## src/rtl/wb_pkg.sv

```systemverilog
// Shared writeback definitions: register address width, default data width
// and the buffered writeback entry.
package wb_pkg;

  localparam int XLEN       = 32;
  localparam int REG_ADDR_W = 5;
  localparam int NUM_REGS   = 1 << REG_ADDR_W;

  typedef struct packed {
    logic [REG_ADDR_W-1:0] rd;
    logic [XLEN-1:0]       data;
    logic                  is_load;
  } wb_entry_t;

endpackage

```

## src/rtl/wb_if.sv

```systemverilog
// Writeback bus: ALU and load-return requests, load issue, hazard query,
// register-file write port and drain status.
interface wb_if #(
  parameter int XLEN = wb_pkg::XLEN
);

  logic                          alu_valid;
  logic [wb_pkg::REG_ADDR_W-1:0] alu_rd;
  logic [XLEN-1:0]               alu_data;
  logic                          alu_ready;

  logic                          ld_valid;
  logic [wb_pkg::REG_ADDR_W-1:0] ld_rd;
  logic [XLEN-1:0]               ld_data;
  logic                          ld_ready;

  logic                          issue_ld;
  logic [wb_pkg::REG_ADDR_W-1:0] issue_ld_rd;

  logic [wb_pkg::REG_ADDR_W-1:0] chk_rs1;
  logic [wb_pkg::REG_ADDR_W-1:0] chk_rs2;
  logic                          stall;

  logic                          rf_we;
  logic [wb_pkg::REG_ADDR_W-1:0] rf_rd;
  logic [XLEN-1:0]               rf_wdata;

  logic                          drained;

  modport slave (
    input  alu_valid, alu_rd, alu_data,
    input  ld_valid, ld_rd, ld_data,
    input  issue_ld, issue_ld_rd,
    input  chk_rs1, chk_rs2,
    output alu_ready, ld_ready, stall,
    output rf_we, rf_rd, rf_wdata, drained
  );

  modport master (
    output alu_valid, alu_rd, alu_data,
    output ld_valid, ld_rd, ld_data,
    output issue_ld, issue_ld_rd,
    output chk_rs1, chk_rs2,
    input  alu_ready, ld_ready, stall,
    input  rf_we, rf_rd, rf_wdata, drained
  );

endinterface

```

## src/rtl/wb_fifo.sv

```systemverilog
// Write buffer: two ordered push ports (a ahead of b), one pop, and every
// slot exposed with its valid bit for hazard lookup.
module wb_fifo
  import wb_pkg::*;
#(
  parameter int DEPTH = 4
) (
  input  logic                    clk,
  input  logic                    reset,
  input  logic                    push_a,
  input  wb_entry_t               entry_a,
  input  logic                    push_b,
  input  wb_entry_t               entry_b,
  input  logic                    pop,
  output wb_entry_t               head,
  output logic [$clog2(DEPTH):0]  count,
  output wb_entry_t [DEPTH-1:0]   slots,
  output logic [DEPTH-1:0]        slot_valid
);

  localparam int PW = $clog2(DEPTH);
  localparam int CW = PW + 1;

  wb_entry_t [DEPTH-1:0] mem;
  logic [PW-1:0]         wr_ptr;
  logic [PW-1:0]         rd_ptr;
  logic [PW-1:0]         wr_ptr_b;
  logic                  do_pop;

  assign do_pop   = pop && (count != '0);
  assign wr_ptr_b = push_a ? wr_ptr + PW'(1) : wr_ptr;

  always_ff @(posedge clk) begin
    if (push_a) mem[wr_ptr]   <= entry_a;
    if (push_b) mem[wr_ptr_b] <= entry_b;
  end

  always_ff @(posedge clk or posedge reset) begin
    if (reset) begin
      wr_ptr <= '0;
      rd_ptr <= '0;
      count  <= '0;
    end else begin
      wr_ptr <= wr_ptr + PW'(push_a) + PW'(push_b);
      rd_ptr <= rd_ptr + PW'(do_pop);
      count  <= count + CW'(push_a) + CW'(push_b) - CW'(do_pop);
    end
  end

  assign head  = mem[rd_ptr];
  assign slots = mem;

  // A slot is live when its distance from the read pointer is below count.
  always_comb begin
    slot_valid = '0;
    for (int unsigned i = 0; i < DEPTH; i++) begin
      slot_valid[i] = {1'b0, PW'(i) - rd_ptr} < count;
    end
  end

endmodule

```

## src/rtl/wb_controller.sv

```systemverilog
// Writeback controller: buffers ALU/load results, drains one register write
// per cycle, and tracks outstanding loads for decode hazard detection.
module wb_controller #(
  parameter int DEPTH = 4,
  parameter int XLEN  = wb_pkg::XLEN
) (
  input  logic clk,
  input  logic reset,
  wb_if.slave  bus
);

  import wb_pkg::*;

  localparam int CW = $clog2(DEPTH) + 1;
  localparam int DW = wb_pkg::XLEN;

  logic [CW-1:0]         count;
  wb_entry_t             head;
  wb_entry_t             entry_ld;
  wb_entry_t             entry_alu;
  wb_entry_t [DEPTH-1:0] slots;
  logic [DEPTH-1:0]      slot_valid;
  logic                  ld_req;
  logic                  ld_take;
  logic                  alu_take;
  logic                  pop;
  logic [NUM_REGS-1:0]   pending;
  logic [NUM_REGS-1:0]   pending_next;
  logic [NUM_REGS-1:0]   set_mask;
  logic [NUM_REGS-1:0]   clr_mask;
  logic                  hit1;
  logic                  hit2;

  // An ALU request only gets a slot if a storable load is not also claiming one.
  assign ld_req        = bus.ld_valid && (bus.ld_rd != '0);
  assign bus.ld_ready  = count < CW'(DEPTH);
  assign bus.alu_ready = count < (CW'(DEPTH) - CW'(ld_req));
  assign ld_take       = ld_req && bus.ld_ready;
  assign alu_take      = bus.alu_valid && bus.alu_ready && (bus.alu_rd != '0);
  assign pop           = count != '0;

  assign entry_ld  = '{rd: bus.ld_rd,  data: DW'(bus.ld_data),  is_load: 1'b1};
  assign entry_alu = '{rd: bus.alu_rd, data: DW'(bus.alu_data), is_load: 1'b0};

  wb_fifo #(
    .DEPTH (DEPTH)
  ) u_fifo (
    .clk        (clk),
    .reset      (reset),
    .push_a     (ld_take),
    .entry_a    (entry_ld),
    .push_b     (alu_take),
    .entry_b    (entry_alu),
    .pop        (pop),
    .head       (head),
    .count      (count),
    .slots      (slots),
    .slot_valid (slot_valid)
  );

  always_comb begin
    bus.rf_we    = pop;
    bus.rf_rd    = '0;
    bus.rf_wdata = '0;
    if (pop) begin
      bus.rf_rd    = head.rd;
      bus.rf_wdata = XLEN'(head.data);
    end
  end

  // Set is applied after clear so a re-issue on the popping cycle survives.
  always_comb begin
    set_mask = '0;
    clr_mask = '0;
    if (bus.issue_ld && (bus.issue_ld_rd != '0)) set_mask[bus.issue_ld_rd] = 1'b1;
    if (pop && head.is_load) clr_mask[head.rd] = 1'b1;
    pending_next    = (pending & ~clr_mask) | set_mask;
    pending_next[0] = 1'b0;
  end

  always_ff @(posedge clk or posedge reset) begin
    if (reset) pending <= '0;
    else       pending <= pending_next;
  end

  always_comb begin
    hit1 = pending[bus.chk_rs1];
    hit2 = pending[bus.chk_rs2];
    for (int unsigned i = 0; i < DEPTH; i++) begin
      if (slot_valid[i]) begin
        hit1 = hit1 || (slots[i].rd == bus.chk_rs1);
        hit2 = hit2 || (slots[i].rd == bus.chk_rs2);
      end
    end
    bus.stall = ((bus.chk_rs1 != '0) && hit1)
             || ((bus.chk_rs2 != '0) && hit2)
             || (bus.issue_ld && pending[bus.issue_ld_rd]);
  end

  assign bus.drained = (count == '0) && (pending == '0);

endmodule

```

## src/flat_wrapper.sv

```systemverilog
// flat-port wrapper written by rule: the top's interface ports become plain ports
module wb_controller_flat import wb_pkg::*;
#(
  parameter int DEPTH = 4,
  parameter int XLEN  = wb_pkg::XLEN
)
  (clk, reset, bus_alu_valid, bus_alu_rd, bus_alu_data, bus_ld_valid, bus_ld_rd, bus_ld_data, bus_issue_ld, bus_issue_ld_rd, bus_chk_rs1, bus_chk_rs2, bus_alu_ready, bus_ld_ready, bus_stall, bus_rf_we, bus_rf_rd, bus_rf_wdata, bus_drained);
  wb_if #(.XLEN(XLEN)) bus_i ();
  input  logic clk;
  input  logic reset;
  input wire logic [$bits(bus_i.alu_valid)-1:0] bus_alu_valid;
  input wire logic [$bits(bus_i.alu_rd)-1:0] bus_alu_rd;
  input wire logic [$bits(bus_i.alu_data)-1:0] bus_alu_data;
  input wire logic [$bits(bus_i.ld_valid)-1:0] bus_ld_valid;
  input wire logic [$bits(bus_i.ld_rd)-1:0] bus_ld_rd;
  input wire logic [$bits(bus_i.ld_data)-1:0] bus_ld_data;
  input wire logic [$bits(bus_i.issue_ld)-1:0] bus_issue_ld;
  input wire logic [$bits(bus_i.issue_ld_rd)-1:0] bus_issue_ld_rd;
  input wire logic [$bits(bus_i.chk_rs1)-1:0] bus_chk_rs1;
  input wire logic [$bits(bus_i.chk_rs2)-1:0] bus_chk_rs2;
  output wire logic [$bits(bus_i.alu_ready)-1:0] bus_alu_ready;
  output wire logic [$bits(bus_i.ld_ready)-1:0] bus_ld_ready;
  output wire logic [$bits(bus_i.stall)-1:0] bus_stall;
  output wire logic [$bits(bus_i.rf_we)-1:0] bus_rf_we;
  output wire logic [$bits(bus_i.rf_rd)-1:0] bus_rf_rd;
  output wire logic [$bits(bus_i.rf_wdata)-1:0] bus_rf_wdata;
  output wire logic [$bits(bus_i.drained)-1:0] bus_drained;
  assign bus_i.alu_valid = bus_alu_valid;
  assign bus_i.alu_rd = bus_alu_rd;
  assign bus_i.alu_data = bus_alu_data;
  assign bus_i.ld_valid = bus_ld_valid;
  assign bus_i.ld_rd = bus_ld_rd;
  assign bus_i.ld_data = bus_ld_data;
  assign bus_i.issue_ld = bus_issue_ld;
  assign bus_i.issue_ld_rd = bus_issue_ld_rd;
  assign bus_i.chk_rs1 = bus_chk_rs1;
  assign bus_i.chk_rs2 = bus_chk_rs2;
  assign bus_alu_ready = bus_i.alu_ready;
  assign bus_ld_ready = bus_i.ld_ready;
  assign bus_stall = bus_i.stall;
  assign bus_rf_we = bus_i.rf_we;
  assign bus_rf_rd = bus_i.rf_rd;
  assign bus_rf_wdata = bus_i.rf_wdata;
  assign bus_drained = bus_i.drained;
  wb_controller #(.DEPTH(DEPTH), .XLEN(XLEN)) u_core (.clk(clk), .reset(reset), .bus(bus_i));
endmodule
```

## config.mk

```make
export PLATFORM = sky130hd
export DESIGN_NAME = wb_controller_flat
export DESIGN_NICKNAME = d
export VERILOG_FILES = /design/src/rtl/wb_pkg.sv /design/src/rtl/wb_if.sv /design/src/rtl/wb_fifo.sv /design/src/rtl/wb_controller.sv /design/src/flat_wrapper.sv
export SDC_FILE = /design/constraint.sdc
export NUM_CORES = 1
export LEC_CHECK = 0
export BUFFER_PORTS_ARGS = -buffer_cell sky130_fd_sc_hd__buf_2
export CAP_MARGIN = 20
export CORE_UTILIZATION = 55
export CTS_BUF_LIST = sky130_fd_sc_hd__clkbuf_8
export CTS_CLUSTER_DIAMETER = 80
export DETAILED_ROUTE_END_ITERATION = 7
export MAX_ROUTING_LAYER = met4
export PLACE_DENSITY = 0.78
export SYNTH_ARGS = -nofsm -noshare
export SYNTH_HDL_FRONTEND = slang
export SYNTH_SLANG_ARGS = --single-unit
export TNS_END_PERCENT = 20
```

## constraint.sdc

```tcl
create_clock -name clk -period 10.4 [get_ports clk]
set_input_delay 3.12 -clock clk [delete_from_list [all_inputs] [get_ports clk]]
set_output_delay 3.12 -clock clk [all_outputs]
set_load 0.1 [all_outputs]
```

Word-level counts from Yosys, hierarchy flattened --
Cells that the tools add are included.
Cells by class: $add $sub $neg 12, $lt $le $gt $ge 17, reduce and logical (&&, ||, !) cells 32, muxes and demuxes 33, eq/ne operators 8, bitwise logic cells 3
Operators with widths (count):
- $bwmux 152 | 2
- $mux 152 | 2
- $demux 38 s2 | 2
- $mux 38 | 3
- $mux 32 | 3
- $bmux 38 s2 | 1
- $eq 5x5->1 | 8
- $and 32x32->32 | 1
- $logic_not 32->1 | 1
- $not 32->32 | 1
- $or 32x32->32 | 1
- $reduce_bool 5->1 | 5
- $lt 5x6->1 const B | 4
- $bmux 1 s5 | 3
- $logic_and 1x1->1 | 14
- $mux 1 | 13
- $lt 2x3->1 | 4
- $demux 1 s5 | 2
- $ge 5x1->1 const B | 2
- $logic_or 1x1->1 | 10
- $lt 2x3->1 const B | 3
- $add 2x1->2 | 3
- $add 3x1->3 | 2
- $mux 5 | 1
- other kinds (11) | 14
Storage, ports and cells: input port bits 94, flip-flop bits (word level) 190, logic and storage cells 121

Longest topological paths before layout --
Gate-level depths: netlist of run 1.
word-level depth 13, mapped depth 13, depth with buffers taken out 13

Cells and area by module --
A second synthesis of run 1 with hierarchy kept.
Unflattened totals: cell total of the unflattened synthesis 967, area total of the unflattened synthesis 11527.3 sq um
Modules (own cells, without submodules):
- wb_fifo | cells an instance 597, area each 8396.8 sq um, instances 1
- wb_controller | cells an instance 370, area each 3130.5 sq um, instances 1

Least setup slack after synthesis of run 1 --
OpenSTA, ideal clock, no wires.
path type input port to output port, from input bus_ld_rd[0], to output bus_alu_ready, cell stages on the path 7, arrival time 5.774 ns, setup slack 1.506 ns, path through or4_1 -> o21a_1 -> inv_1 -> ha_1 -> a21oi_2 -> nor2_1 -> nor2_1
On the way: cells in the longest elaborated chain, start to end 4
Ends and longest elaborated chain:
- from (decl) | line flat_wrapper.sv:15 | input wire logic [$bits(bus_i.ld_rd)-1:0] bus_ld_rd;
- $reduce_bool 5->1 | line wb_controller.sv:35 | assign ld_req = bus.ld_valid && (bus.ld_rd != '0);
- $logic_and 1x1->1 | line wb_controller.sv:35
- $sub 3x1->3 | line wb_controller.sv:37 | assign bus.alu_ready = count < (CW'(DEPTH) - CW'(ld_req));
- $lt 3x3->1 | line wb_controller.sv:37
- to (decl) | line flat_wrapper.sv:21 | output wire logic [$bits(bus_i.alu_ready)-1:0] bus_alu_ready;
No other way between the ends.

Final worst setup path of run 1 --
Ends and elaborated chain as after synthesis.

==> run_summary.xml, run 1 <==
<?xml version="1.0" encoding="UTF-8"?>
<metrics>
  <group name="drt">
    <metric name="drt_pass1_iterations" unit="">6</metric>
    <metric name="post_drt_via_cell_ratio" unit="">5.95</metric>
    <metric name="drtAntennaViolNets" unit="">0</metric>
    <metric name="drt_wl_total" unit="mm">27.7</metric>
    <metric name="violation_count_after_the_first_detailed_routing_iteration" unit="">621</metric>
    <metric name="total_vias_in_the_final_route" unit="">8816</metric>
    <metric name="detail_route.drc_violations" unit="">0</metric>
    <metric name="routed_wire_length_per_instance" unit="µm">18.7</metric>
  </group>
  <group name="yosys">
    <metric name="mapped_cell_area" unit="µm²">10800</metric>
    <metric name="synthTopCellsByArea" unit="">sky130_fd_sc_hd__dfxtp_1, sky130_fd_sc_hd__mux2i_1, sky130_fd_sc_hd__mux4_2</metric>
    <metric name="synth_top_area_cell" unit="">sky130_fd_sc_hd__dfxtp_1</metric>
    <metric name="synth-seq-area-share" unit="%">37.0</metric>
    <metric name="netlist.area_leader.share" unit="%">28.2</metric>
    <metric name="synthesis.nets" unit="">1230</metric>
    <metric name="synth-seq-cells" unit="">190</metric>
    <metric name="synth.yosys.warnings" unit="">0</metric>
    <metric name="synth_enable_flop_cells" unit="">0</metric>
    <metric name="postSynth.topFlopCell" unit="">sky130_fd_sc_hd__dfxtp_1</metric>
    <metric name="mapped_avg_cell_area" unit="µm²">9.63</metric>
    <metric name="netlist_instances" unit="">1120</metric>
    <metric name="yosysUniqueCellTypes" unit="">58</metric>
    <metric name="fraction_of_registers_with_async_set_or_reset_after_synthesis" unit="%">20.0</metric>
  </group>
  <group name="finish">
    <metric name="layout.cells.most_common_list" unit="">sky130_fd_sc_hd__mux2i_1, sky130_fd_sc_hd__nor2_1, sky130_fd_sc_hd__a21oi_1, sky130_fd_sc_hd__dfxtp_1, sky130_fd_sc_hd__buf_2</metric>
    <metric name="layout_commonest_cell" unit="">sky130_fd_sc_hd__mux2i_1</metric>
    <metric name="num-nets-final" unit="">1316</metric>
    <metric name="layout-area-overhead-vs-synth" unit="%">10.2</metric>
    <metric name="layout-drive-gt1-share" unit="%">20.3</metric>
    <metric name="final-instance-count-excl-fill" unit="">1482</metric>
    <metric name="layout.filler_cells" unit="">1637</metric>
  </group>
  <group name="clock_tree">
    <metric name="cts.clk_slew.worst_paths" unit="ns">0.10</metric>
    <metric name="postCtsHoldBufs" unit="">0</metric>
    <metric name="htree_levels" unit="">4</metric>
    <metric name="clk-insertion-delay-late" unit="ns">0.49</metric>
    <metric name="numCtsBuffers" unit="">17</metric>
    <metric name="cts_tree" unit="">yes</metric>
    <metric name="cts_resized" unit="">0</metric>
    <metric name="ctsLongestPathBuffers" unit="">2</metric>
    <metric name="post_cts_buffers" unit="">0</metric>
    <metric name="clk_root_buffer_cell" unit="">sky130_fd_sc_hd__clkbuf_8</metric>
    <metric name="cts.sink_count" unit="">190</metric>
  </group>
  <group name="setup_path">
    <metric name="path_class" unit="">primary input to primary output</metric>
    <metric name="critPathArrivalTime" unit="ns">5.61</metric>
    <metric name="kind_of_launch_point_of_the_worst_setup_path" unit="">primary input</metric>
    <metric name="timing.critical_path.to_type" unit="">primary output</metric>
    <metric name="crit_path_top_delay_cell" unit="">sky130_fd_sc_hd__or4_1</metric>
    <metric name="crit_path_max_fanout" unit="">5</metric>
    <metric name="worst_path_largest_cell_delay" unit="ns">0.59</metric>
    <metric name="crit_family" unit="">simple AND/OR/NAND/NOR gates</metric>
    <metric name="cp_data_required_time" unit="ns">7.28</metric>
    <metric name="critical_path_buf_inv_count" unit="">3</metric>
    <metric name="cell_chain_of_the_critical_path" unit="">buf_2, or4_1, o21a_1, inv_1, ha_1, a21oi_2, nor2_1, nor2_1, buf_2</metric>
  </group>
  <group name="timing">
    <metric name="timing_worst_slew_pin_value" unit="ns">0.902</metric>
    <metric name="fin_skew" unit="ns">0.0165</metric>
    <metric name="hold_ws" unit="ns">0.462</metric>
    <metric name="post-route-period-util" unit="%">84.0</metric>
    <metric name="finalHoldViolCount" unit="">0</metric>
    <metric name="max_freq" unit="GHz">0.115</metric>
    <metric name="max-slew-margin-rel" unit="%">39.9</metric>
    <metric name="unrepaired_setup_endpoints_after_global_routing" unit="">false</metric>
    <metric name="setup_ws" unit="ns">1.67</metric>
    <metric name="final_max_slew_viol_count" unit="">0</metric>
    <metric name="report.final.setup_viol" unit="">0</metric>
    <metric name="finalWorstPathRequiredPeriod" unit="ns">8.73</metric>
    <metric name="fin_tns_setup" unit="ns">0</metric>
  </group>
  <group name="placed_design">
    <metric name="hpwlAfterDp" unit="mm">17.7</metric>
    <metric name="place_congestion" unit="">0.946</metric>
    <metric name="port_buffers" unit="">135</metric>
    <metric name="placed_cells_incl_taps" unit="">1447</metric>
    <metric name="dp_worst_setup_slack" unit="ns">1.61</metric>
  </group>
  <group name="floorplanning">
    <metric name="die_height" unit="µm">142</metric>
    <metric name="core_area" unit="µm²">19000</metric>
    <metric name="die_area" unit="µm²">20200</metric>
    <metric name="core.rowCount" unit="">50</metric>
    <metric name="floorplan.initialDensity" unit="%">56.9</metric>
    <metric name="fp.dieW" unit="µm">142</metric>
    <metric name="boundaryPins" unit="">136</metric>
  </group>
  <group name="status">
    <metric name="run_status" unit="">finished, final reports clean</metric>
  </group>
  <group name="global_routing">
    <metric name="global_route.usage.total" unit="%">28.8</metric>
    <metric name="globalRouteOverflowTotal" unit="">0</metric>
    <metric name="grt_first_pass_wirelength" unit="mm">43.8</metric>
    <metric name="grt_max_degree" unit="">76</metric>
    <metric name="initial_antenna_violation_count" unit="">4</metric>
    <metric name="first_global_vias" unit="">8433</metric>
  </group>
  <group name="hold_path">
    <metric name="holdCritPathClass" unit="">flip-flop to flip-flop</metric>
  </group>
  <group name="job">
    <metric name="drv_cap" unit="">0</metric>
  </group>
</metrics>
[final cells by class]
type	instances	area, µm²	area share [%]
inverter	24	90.1	0.758
clock inverter	14	144	1.21
sequential	190	4000	33.6
timing repair buffer	147	766	6.44
clock buffer	17	234	1.97
tap	260	325	2.74
antenna	4	10.0	0.0842
multi-input combinational	826	6320	53.2
[flip-flops by register name, indices dropped and copies added, names as in the netlist]
signal and count:
u_core.u_fifo.rd_ptr 2, u_core.u_fifo.count 3, u_core.pending 31, u_core.u_fifo.slots 152, u_core.u_fifo.wr_ptr 2
[worst paths after layout]
kind                                           endpoint  cells after the start  slack (ns)                    start
worst min register to register  u_core.u_fifo.slots[38]                      2        0.46  u_core.u_fifo.slots[38]
worst max register to register   u_core.u_fifo.count[2]                     10        7.14   u_core.u_fifo.count[2]
worst min-delay path            u_core.u_fifo.slots[38]                      2        0.46  u_core.u_fifo.slots[38]
max in group asynchronous       u_core.u_fifo.rd_ptr[1]                      3        7.31                    reset
worst max-delay path                      bus_alu_ready                      9        1.67             bus_ld_rd[0]
min in group asynchronous            u_core.pending[23]                      3        2.74                    reset
[cell families after synthesis]
kind of cell	synth area share (%)
AO/OA/AOI/OAI	13.2
XOR/XNOR	3.65
adder cells (fa/ha/maj)	2.07
buffers and inverters	4.80
flip-flops	37.0
multiplexers	26.8
AND/OR/NAND/NOR	12.4
[worst register-to-register path, stage by stage (launching register included)]
cell and delay (ns):
sky130_fd_sc_hd__dfrtp_1 0.60, sky130_fd_sc_hd__inv_1 0.19, sky130_fd_sc_hd__ha_1 0.58, sky130_fd_sc_hd__nor2_1 0.11
sky130_fd_sc_hd__nor3_1 0.28, sky130_fd_sc_hd__inv_1 0.08, sky130_fd_sc_hd__ha_1 0.28, sky130_fd_sc_hd__inv_1 0.05
sky130_fd_sc_hd__fa_1 0.43, sky130_fd_sc_hd__fa_1 0.42, sky130_fd_sc_hd__xnor2_1 0.13
[per-stage QoR]
step,area [µm²],util [%]
floorplan,10800,-
global placement,11500,60.6
detailed placement,11500,60.6
CTS,11900,62.6
global route,11900,62.7
finish,11900,62.7
[routing by layer]
layer	vias to the layer above	routed length, µm	global-route usage (%)
li1	4212	-	-
met1	4187	11700	35.3
met2	348	13300	46.6
met3	69	2110	7.07
met4	0	575	9.00
met5	-	0	-
[cell usage after synthesis (8+ instances only)]
library cell and n:
sky130_fd_sc_hd__nand3_1 10, sky130_fd_sc_hd__xor2_1 33, sky130_fd_sc_hd__clkbuf_1 25, sky130_fd_sc_hd__inv_1 24
sky130_fd_sc_hd__nor2b_1 42, sky130_fd_sc_hd__xnor2_1 12, sky130_fd_sc_hd__dfxtp_1 152, sky130_fd_sc_hd__buf_2 31
sky130_fd_sc_hd__nor3_1 18, sky130_fd_sc_hd__mux2i_1 162, sky130_fd_sc_hd__o21ai_0 66, sky130_fd_sc_hd__nand2_1 13
sky130_fd_sc_hd__nor4_1 8, sky130_fd_sc_hd__a21oi_1 154, sky130_fd_sc_hd__nor2_1 161, sky130_fd_sc_hd__nand3b_1 9
sky130_fd_sc_hd__buf_4 15, sky130_fd_sc_hd__dfrtp_1 38, sky130_fd_sc_hd__mux4_2 48, sky130_fd_sc_hd__ha_1 13
Power of run 1 is not shown: default switching activity piles up to over one toggle a cycle in this logic, so the estimate is an artifact.
==> run 2: changes to the inputs <==
--- a/config.mk
+++ b/config.mk
@@ -12,7 +12,7 @@
 export CTS_CLUSTER_DIAMETER = 80
 export DETAILED_ROUTE_END_ITERATION = 7
 export MAX_ROUTING_LAYER = met4
-export PLACE_DENSITY = 0.78
+export PLACE_DENSITY = 0.81
 export SYNTH_ARGS = -nofsm -noshare
 export SYNTH_HDL_FRONTEND = slang
 export SYNTH_SLANG_ARGS = --single-unit
==> constraint.sdc (replaced) <==
create_clock -name clk -period 7.15 [get_ports clk]
set_input_delay 2.145 -clock clk [delete_from_list [all_inputs] [get_ports clk]]
set_output_delay 2.145 -clock clk [all_outputs]
set_load 0.1 [all_outputs]
==> run_summary.xml, run 2 (same netlist as run 1, synthesis figures left out) <==
<?xml version="1.0" encoding="UTF-8"?>
<metrics>
  <group name="finish">
    <metric name="largest_register_ffs" unit="">152</metric>
    <metric name="layout.filler_cells" unit="">1573</metric>
    <metric name="layout-area-overhead-vs-synth" unit="%">11.5</metric>
    <metric name="num-nets-final" unit="">1321</metric>
    <metric name="layout.cells.most_common_list" unit="">sky130_fd_sc_hd__mux2i_1, sky130_fd_sc_hd__nor2_1, sky130_fd_sc_hd__a21oi_1, sky130_fd_sc_hd__dfxtp_1, sky130_fd_sc_hd__buf_2</metric>
    <metric name="layout_commonest_cell" unit="">sky130_fd_sc_hd__mux2i_1</metric>
    <metric name="layout-drive-gt1-share" unit="%">20.7</metric>
  </group>
  <group name="floorplanning">
    <metric name="fp.dieW" unit="µm">142</metric>
    <metric name="die_area" unit="µm²">20200</metric>
    <metric name="die_height" unit="µm">142</metric>
    <metric name="core.rowCount" unit="">50</metric>
    <metric name="floorplan.initialDensity" unit="%">56.9</metric>
    <metric name="core_area" unit="µm²">19000</metric>
    <metric name="boundaryPins" unit="">136</metric>
  </group>
  <group name="setup_path">
    <metric name="crit_path_max_fanout" unit="">5</metric>
    <metric name="critical_path_buf_inv_count" unit="">2</metric>
    <metric name="critPathArrivalTime" unit="ns">4.43</metric>
    <metric name="worst_r2r_startpoint" unit="">u_core.u_fifo.count[2]</metric>
    <metric name="cell_chain_of_the_critical_path" unit="">buf_2, or4_1, o21a_1, ha_1, nor2_1, nor2_1, buf_2</metric>
    <metric name="crit_path_top_delay_cell" unit="">sky130_fd_sc_hd__or4_1</metric>
    <metric name="r2r_cells" unit="">10</metric>
    <metric name="worst_path_largest_cell_delay" unit="ns">0.59</metric>
    <metric name="path_class" unit="">primary input to primary output</metric>
    <metric name="cp-endpoint" unit="">bus_alu_ready</metric>
    <metric name="crit_family" unit="">simple AND/OR/NAND/NOR gates</metric>
    <metric name="kind_of_launch_point_of_the_worst_setup_path" unit="">primary input</metric>
    <metric name="cp_data_required_time" unit="ns">5.01</metric>
    <metric name="path_depth" unit="">7</metric>
    <metric name="timing.critical_path.to_type" unit="">primary output</metric>
    <metric name="setup.worst_path.start" unit="">bus_ld_rd[0]</metric>
    <metric name="regToRegSetupSlack" unit="ns">3.87</metric>
    <metric name="rr_endpoint" unit="">u_core.u_fifo.count[2]</metric>
  </group>
  <group name="timing">
    <metric name="fin_tns_setup" unit="ns">0</metric>
    <metric name="final_max_slew_viol_count" unit="">0</metric>
    <metric name="report.final.setup_viol" unit="">0</metric>
    <metric name="timing_worst_slew_pin_value" unit="ns">1.02</metric>
    <metric name="finalHoldViolCount" unit="">0</metric>
    <metric name="max_freq" unit="GHz">0.152</metric>
    <metric name="finalWorstPathRequiredPeriod" unit="ns">6.58</metric>
    <metric name="post-route-period-util" unit="%">92.0</metric>
    <metric name="max-slew-margin-rel" unit="%">32.1</metric>
    <metric name="unrepaired_setup_endpoints_after_global_routing" unit="">false</metric>
    <metric name="fin_skew" unit="ns">0.0196</metric>
  </group>
  <group name="clock_tree">
    <metric name="post_cts_buffers" unit="">0</metric>
    <metric name="clk_root_buffer_cell" unit="">sky130_fd_sc_hd__clkbuf_8</metric>
    <metric name="cts.sink_count" unit="">190</metric>
    <metric name="clk-insertion-delay-late" unit="ns">0.48</metric>
    <metric name="postCtsHoldBufs" unit="">0</metric>
    <metric name="ctsLongestPathBuffers" unit="">2</metric>
    <metric name="cts_resized" unit="">0</metric>
    <metric name="htree_levels" unit="">4</metric>
    <metric name="cts.clk_slew.worst_paths" unit="ns">0.11</metric>
    <metric name="cts_tree" unit="">yes</metric>
    <metric name="numCtsBuffers" unit="">17</metric>
  </group>
  <group name="drt">
    <metric name="drtAntennaViolNets" unit="">0</metric>
    <metric name="violation_count_after_the_first_detailed_routing_iteration" unit="">635</metric>
    <metric name="post_drt_via_cell_ratio" unit="">5.91</metric>
    <metric name="drt_wl_total" unit="mm">27.4</metric>
    <metric name="detail_route.drc_violations" unit="">0</metric>
    <metric name="drt_pass1_iterations" unit="">6</metric>
    <metric name="total_vias_in_the_final_route" unit="">8806</metric>
    <metric name="routed_wire_length_per_instance" unit="µm">18.4</metric>
  </group>
  <group name="global_routing">
    <metric name="grt_max_degree" unit="">66</metric>
    <metric name="initial_antenna_violation_count" unit="">7</metric>
    <metric name="global_route.usage.total" unit="%">28.3</metric>
    <metric name="globalRouteOverflowTotal" unit="">0</metric>
    <metric name="grt_first_pass_wirelength" unit="mm">43.1</metric>
    <metric name="first_global_vias" unit="">8455</metric>
  </group>
  <group name="status">
    <metric name="run_status" unit="">finished, final reports clean</metric>
  </group>
  <group name="placed_design">
    <metric name="port_buffers" unit="">135</metric>
    <metric name="hpwlAfterDp" unit="mm">18.5</metric>
    <metric name="place_congestion" unit="">0.986</metric>
  </group>
  <group name="hold_path">
    <metric name="holdCritPathClass" unit="">flip-flop to flip-flop</metric>
  </group>
  <group name="job">
    <metric name="drv_cap" unit="">0</metric>
  </group>
</metrics>
run 2: cell count changes in the layout (fill, tap and decap cells not counted), sizes merged:
cell / before / now
clkinv: 5 / 7
inv: 33 / 31
diode: 4 / 7
bufinv: 0 / 1
buf: 147 / 152
run 2: layout make-up:
| cell class | instances | area, µm² | share of cell area (%) |
|---|---|---|---|
| Antenna cell | 7 | 17.5 | 0.146 |
| Clock buffer | 17 | 234 | 1.95 |
| Clock inverter | 15 | 230 | 1.91 |
| Inverter | 24 | 90.1 | 0.749 |
| Multi-Input combinational cell | 826 | 6320 | 52.5 |
| Sequential cell | 190 | 4000 | 33.2 |
| Tap cell | 260 | 325 | 2.70 |
| Timing Repair Buffer | 152 | 816 | 6.78 |
run 2: layer usage:
layer  track usage, %  part of all wire [%]  vias up
li1                 -                     -     4229
met1             34.9                    42     4218
met2             46.0                    49      331
met3             6.83                   7.6       28
met4             8.38                   1.1        0
met5                -                     0        -
run 2: per-stage QoR:
stage	instances	instance area, µm²	hold slack [ns]	utilization, %	setup WS, ns
3_3_place_gp	1451	11500	0.442	60.8	0.537
6_report	1491	12000	0.466	63.5	0.570
5_1_grt	1491	12000	0.494	63.5	0.455
4_1_cts	1484	12000	0.471	63.4	0.515
3_5_place_dp	1452	11500	0.454	60.9	0.520
2_1_floorplan	1120	10800	0.432	-	0.206
run 2: worst reg2reg max path, stage by stage (launching register included):
cell,delay [ns]
sky130_fd_sc_hd__dfrtp_1,0.59
sky130_fd_sc_hd__inv_1,0.19
sky130_fd_sc_hd__ha_1,0.58
sky130_fd_sc_hd__nor2_1,0.12
sky130_fd_sc_hd__nor3_1,0.29
sky130_fd_sc_hd__inv_1,0.09
sky130_fd_sc_hd__ha_1,0.29
sky130_fd_sc_hd__inv_1,0.05
sky130_fd_sc_hd__fa_1,0.42
sky130_fd_sc_hd__fa_1,0.42
sky130_fd_sc_hd__xnor2_1,0.13
run 2: worst min-delay path by stage:
| stage | start | end | slack [ns] | cells after the start |
|---|---|---|---|---|
| global placement | u_core.u_fifo.slots[76] | u_core.u_fifo.slots[76] | 0.44 | 2 |
| global route | u_core.u_fifo.slots[38] | u_core.u_fifo.slots[38] | 0.49 | 2 |
| floorplan | u_core.u_fifo.slots[76] | u_core.u_fifo.slots[76] | 0.43 | 2 |
| detailed placement | u_core.u_fifo.slots[0] | u_core.u_fifo.slots[0] | 0.45 | 2 |
| finish | u_core.u_fifo.slots[38] | u_core.u_fifo.slots[38] | 0.47 | 2 |
| CTS | u_core.u_fifo.slots[0] | u_core.u_fifo.slots[0] | 0.47 | 2 |
Power of run 2 is left out for the same reason.
==> run 3: changes to the inputs <==
--- a/config.mk
+++ b/config.mk
@@ -5,6 +5,7 @@
 export SDC_FILE = /design/constraint.sdc
 export NUM_CORES = 1
 export LEC_CHECK = 0
+export ABC_CLOCK_PERIOD_IN_PS = 5400
 export BUFFER_PORTS_ARGS = -buffer_cell sky130_fd_sc_hd__buf_2
 export CAP_MARGIN = 20
 export CORE_UTILIZATION = 55
==> constraint.sdc (replaced) <==
create_clock -name clk -period 5.4 [get_ports clk]
set_input_delay 1.62 -clock clk [delete_from_list [all_inputs] [get_ports clk]]
set_output_delay 1.62 -clock clk [all_outputs]
set_load 0.1 [all_outputs]
==> run_summary.xml, run 3 (same netlist as run 1, synthesis figures left out) <==
<?xml version="1.0" encoding="UTF-8"?>
<metrics>
  <group name="status">
    <metric name="run_status" unit="">finished, final reports clean</metric>
  </group>
  <group name="drt">
    <metric name="route.met3.wl" unit="mm">2.82</metric>
    <metric name="drt_pass1_iterations" unit="">6</metric>
    <metric name="routed_wire_length_per_instance" unit="µm">19.1</metric>
    <metric name="post_drt_via_cell_ratio" unit="">6.11</metric>
    <metric name="route.top_layer_used" unit="">met4</metric>
    <metric name="violation_count_after_the_first_detailed_routing_iteration" unit="">741</metric>
    <metric name="drt_wl_total" unit="mm">28.4</metric>
    <metric name="drtAntennaViolNets" unit="">0</metric>
    <metric name="met1Wirelength" unit="mm">11.4</metric>
    <metric name="total_vias_in_the_final_route" unit="">9067</metric>
    <metric name="detail_route.drc_violations" unit="">0</metric>
    <metric name="met2RoutedLength" unit="mm">13.4</metric>
  </group>
  <group name="timing">
    <metric name="finalWorstPathRequiredPeriod" unit="ns">5.16</metric>
    <metric name="timing_worst_slew_pin_value" unit="ns">0.974</metric>
    <metric name="post-route-period-util" unit="%">95.6</metric>
    <metric name="fin_skew" unit="ns">0.0189</metric>
    <metric name="max-slew-margin-rel" unit="%">34.8</metric>
    <metric name="max_freq" unit="GHz">0.194</metric>
    <metric name="final_max_slew_viol_count" unit="">0</metric>
    <metric name="report.final.setup_viol" unit="">0</metric>
    <metric name="unrepaired_setup_endpoints_after_global_routing" unit="">false</metric>
    <metric name="finalHoldViolCount" unit="">0</metric>
  </group>
  <group name="clock_tree">
    <metric name="clk-insertion-delay-late" unit="ns">0.49</metric>
    <metric name="cts.sink_count" unit="">190</metric>
    <metric name="numCtsBuffers" unit="">17</metric>
    <metric name="cts.clk_slew.worst_paths" unit="ns">0.10</metric>
    <metric name="clk_root_buffer_cell" unit="">sky130_fd_sc_hd__clkbuf_8</metric>
    <metric name="htree_levels" unit="">4</metric>
    <metric name="cts_tree" unit="">yes</metric>
    <metric name="postCtsHoldBufs" unit="">0</metric>
    <metric name="cts_resized" unit="">0</metric>
    <metric name="post_cts_buffers" unit="">0</metric>
    <metric name="ctsLongestPathBuffers" unit="">2</metric>
  </group>
  <group name="setup_path">
    <metric name="crit_path_top_delay_cell" unit="">sky130_fd_sc_hd__mux4_1</metric>
    <metric name="worst_r2r_startpoint" unit="">u_core.u_fifo.count[2]</metric>
    <metric name="critical-path-top-cell-by-count" unit="">sky130_fd_sc_hd__buf_2</metric>
    <metric name="path_class" unit="">primary input to primary output</metric>
    <metric name="critPathArrivalTime" unit="ns">3.54</metric>
    <metric name="cell_chain_of_the_critical_path" unit="">buf_2, mux4_1, mux4_2, a221oi_2, nand4_1, buf_2</metric>
    <metric name="regToRegSetupSlack" unit="ns">2.15</metric>
    <metric name="crit_path_max_fanout" unit="">5</metric>
    <metric name="rr_endpoint" unit="">u_core.u_fifo.count[2]</metric>
    <metric name="cp_data_required_time" unit="ns">3.78</metric>
    <metric name="kind_of_launch_point_of_the_worst_setup_path" unit="">primary input</metric>
    <metric name="critical_path_buf_inv_count" unit="">2</metric>
    <metric name="worst_path_largest_cell_delay" unit="ns">0.56</metric>
    <metric name="r2r_cells" unit="">8</metric>
    <metric name="timing.critical_path.to_type" unit="">primary output</metric>
    <metric name="crit_family" unit="">multiplexers</metric>
  </group>
  <group name="global_routing">
    <metric name="initial_antenna_violation_count" unit="">0</metric>
    <metric name="global_route.usage.total" unit="%">30.0</metric>
    <metric name="globalRouteOverflowTotal" unit="">0</metric>
    <metric name="first_global_vias" unit="">8893</metric>
    <metric name="grt_first_pass_wirelength" unit="mm">45.6</metric>
    <metric name="grt_max_degree" unit="">76</metric>
  </group>
  <group name="placed_design">
    <metric name="placed_cells_incl_taps" unit="">1452</metric>
    <metric name="hpwlAfterDp" unit="mm">18.6</metric>
    <metric name="port_buffers" unit="">135</metric>
    <metric name="place_congestion" unit="">0.992</metric>
  </group>
  <group name="hold_path">
    <metric name="min_delay_worst_endpoint" unit="">u_core.u_fifo.slots[0]</metric>
    <metric name="min_from" unit="">u_core.u_fifo.slots[0]</metric>
    <metric name="holdCritPathClass" unit="">flip-flop to flip-flop</metric>
    <metric name="hold_path_depth" unit="">2</metric>
  </group>
  <group name="floorplanning">
    <metric name="floorplan.initialDensity" unit="%">56.9</metric>
    <metric name="fp.dieW" unit="µm">142</metric>
    <metric name="core.rowCount" unit="">50</metric>
    <metric name="core_area" unit="µm²">19000</metric>
    <metric name="die_area" unit="µm²">20200</metric>
    <metric name="boundaryPins" unit="">136</metric>
    <metric name="die_height" unit="µm">142</metric>
  </group>
  <group name="finish">
    <metric name="layout.filler_cells" unit="">1586</metric>
    <metric name="largest_register_ffs" unit="">152</metric>
    <metric name="layout-area-overhead-vs-synth" unit="%">12.2</metric>
    <metric name="num-nets-final" unit="">1321</metric>
    <metric name="layout_commonest_cell" unit="">sky130_fd_sc_hd__mux2i_1</metric>
    <metric name="layout-drive-gt1-share" unit="%">20.8</metric>
    <metric name="final-instance-count-excl-fill" unit="">1485</metric>
    <metric name="layout.cells.most_common_list" unit="">sky130_fd_sc_hd__mux2i_1, sky130_fd_sc_hd__nor2_1, sky130_fd_sc_hd__a21oi_1, sky130_fd_sc_hd__dfxtp_1, sky130_fd_sc_hd__buf_2</metric>
  </group>
  <group name="job">
    <metric name="drv_cap" unit="">0</metric>
  </group>
</metrics>
## run 3: per-stage QoR
step	setup TNS [ns]	setup WS [ns]	utilization, %	hold slack [ns]	cell area (µm²)
2_1_floorplan	-0.0960	-0.0533	-	0.432	10800
3_3_place_gp	0	0.291	61.3	0.441	11600
4_1_cts	0	0.253	63.8	0.466	12100
5_1_grt	0	0.121	63.8	0.480	12100
3_5_place_dp	0	0.258	61.3	0.451	11600
6_report	0	0.237	63.8	0.468	12100
## run 3: layout make-up
class	count	area [µm²]	area share [%]
inverter	24	90.1	0.745
clock buffer	18	248	2.05
tap	260	325	2.69
timing repair buffer	152	893	7.39
multi-input combinational	826	6320	52.3
sequential	190	4000	33.0
clock inverter	14	220	1.82
antenna	1	2.50	0.0207
## run 3: tightest hold or removal path: cells and delay by family (launching register included)
| family | cells | cell delay, ns |
|---|---|---|
| AOI/OAI and AO/OA | 1 | 0.06 |
| buffers and inverters | 1 | 0.04 |
| DFF | 1 | 0.32 |
## run 3: worst max-delay path by stage
stage	to	cells after the start	start	slack [ns]
floorplan	bus_stall	5	bus_chk_rs2[0]	-0.05
global placement	bus_stall	6	bus_chk_rs2[0]	0.29
detailed placement	bus_stall	6	bus_chk_rs2[0]	0.26
CTS	bus_stall	6	bus_chk_rs2[0]	0.25
global route	bus_stall	8	bus_chk_rs2[0]	0.12
finish	bus_stall	6	bus_chk_rs2[0]	0.24
## run 3: metal layers
layer | vias up | track usage, %
met5 | - | -
met4 | 0 | 7.98
met2 | 465 | 48.8
met3 | 76 | 8.31
li1 | 4205 | -
met1 | 4321 | 36.6
Power of run 3 is left out for the same reason.
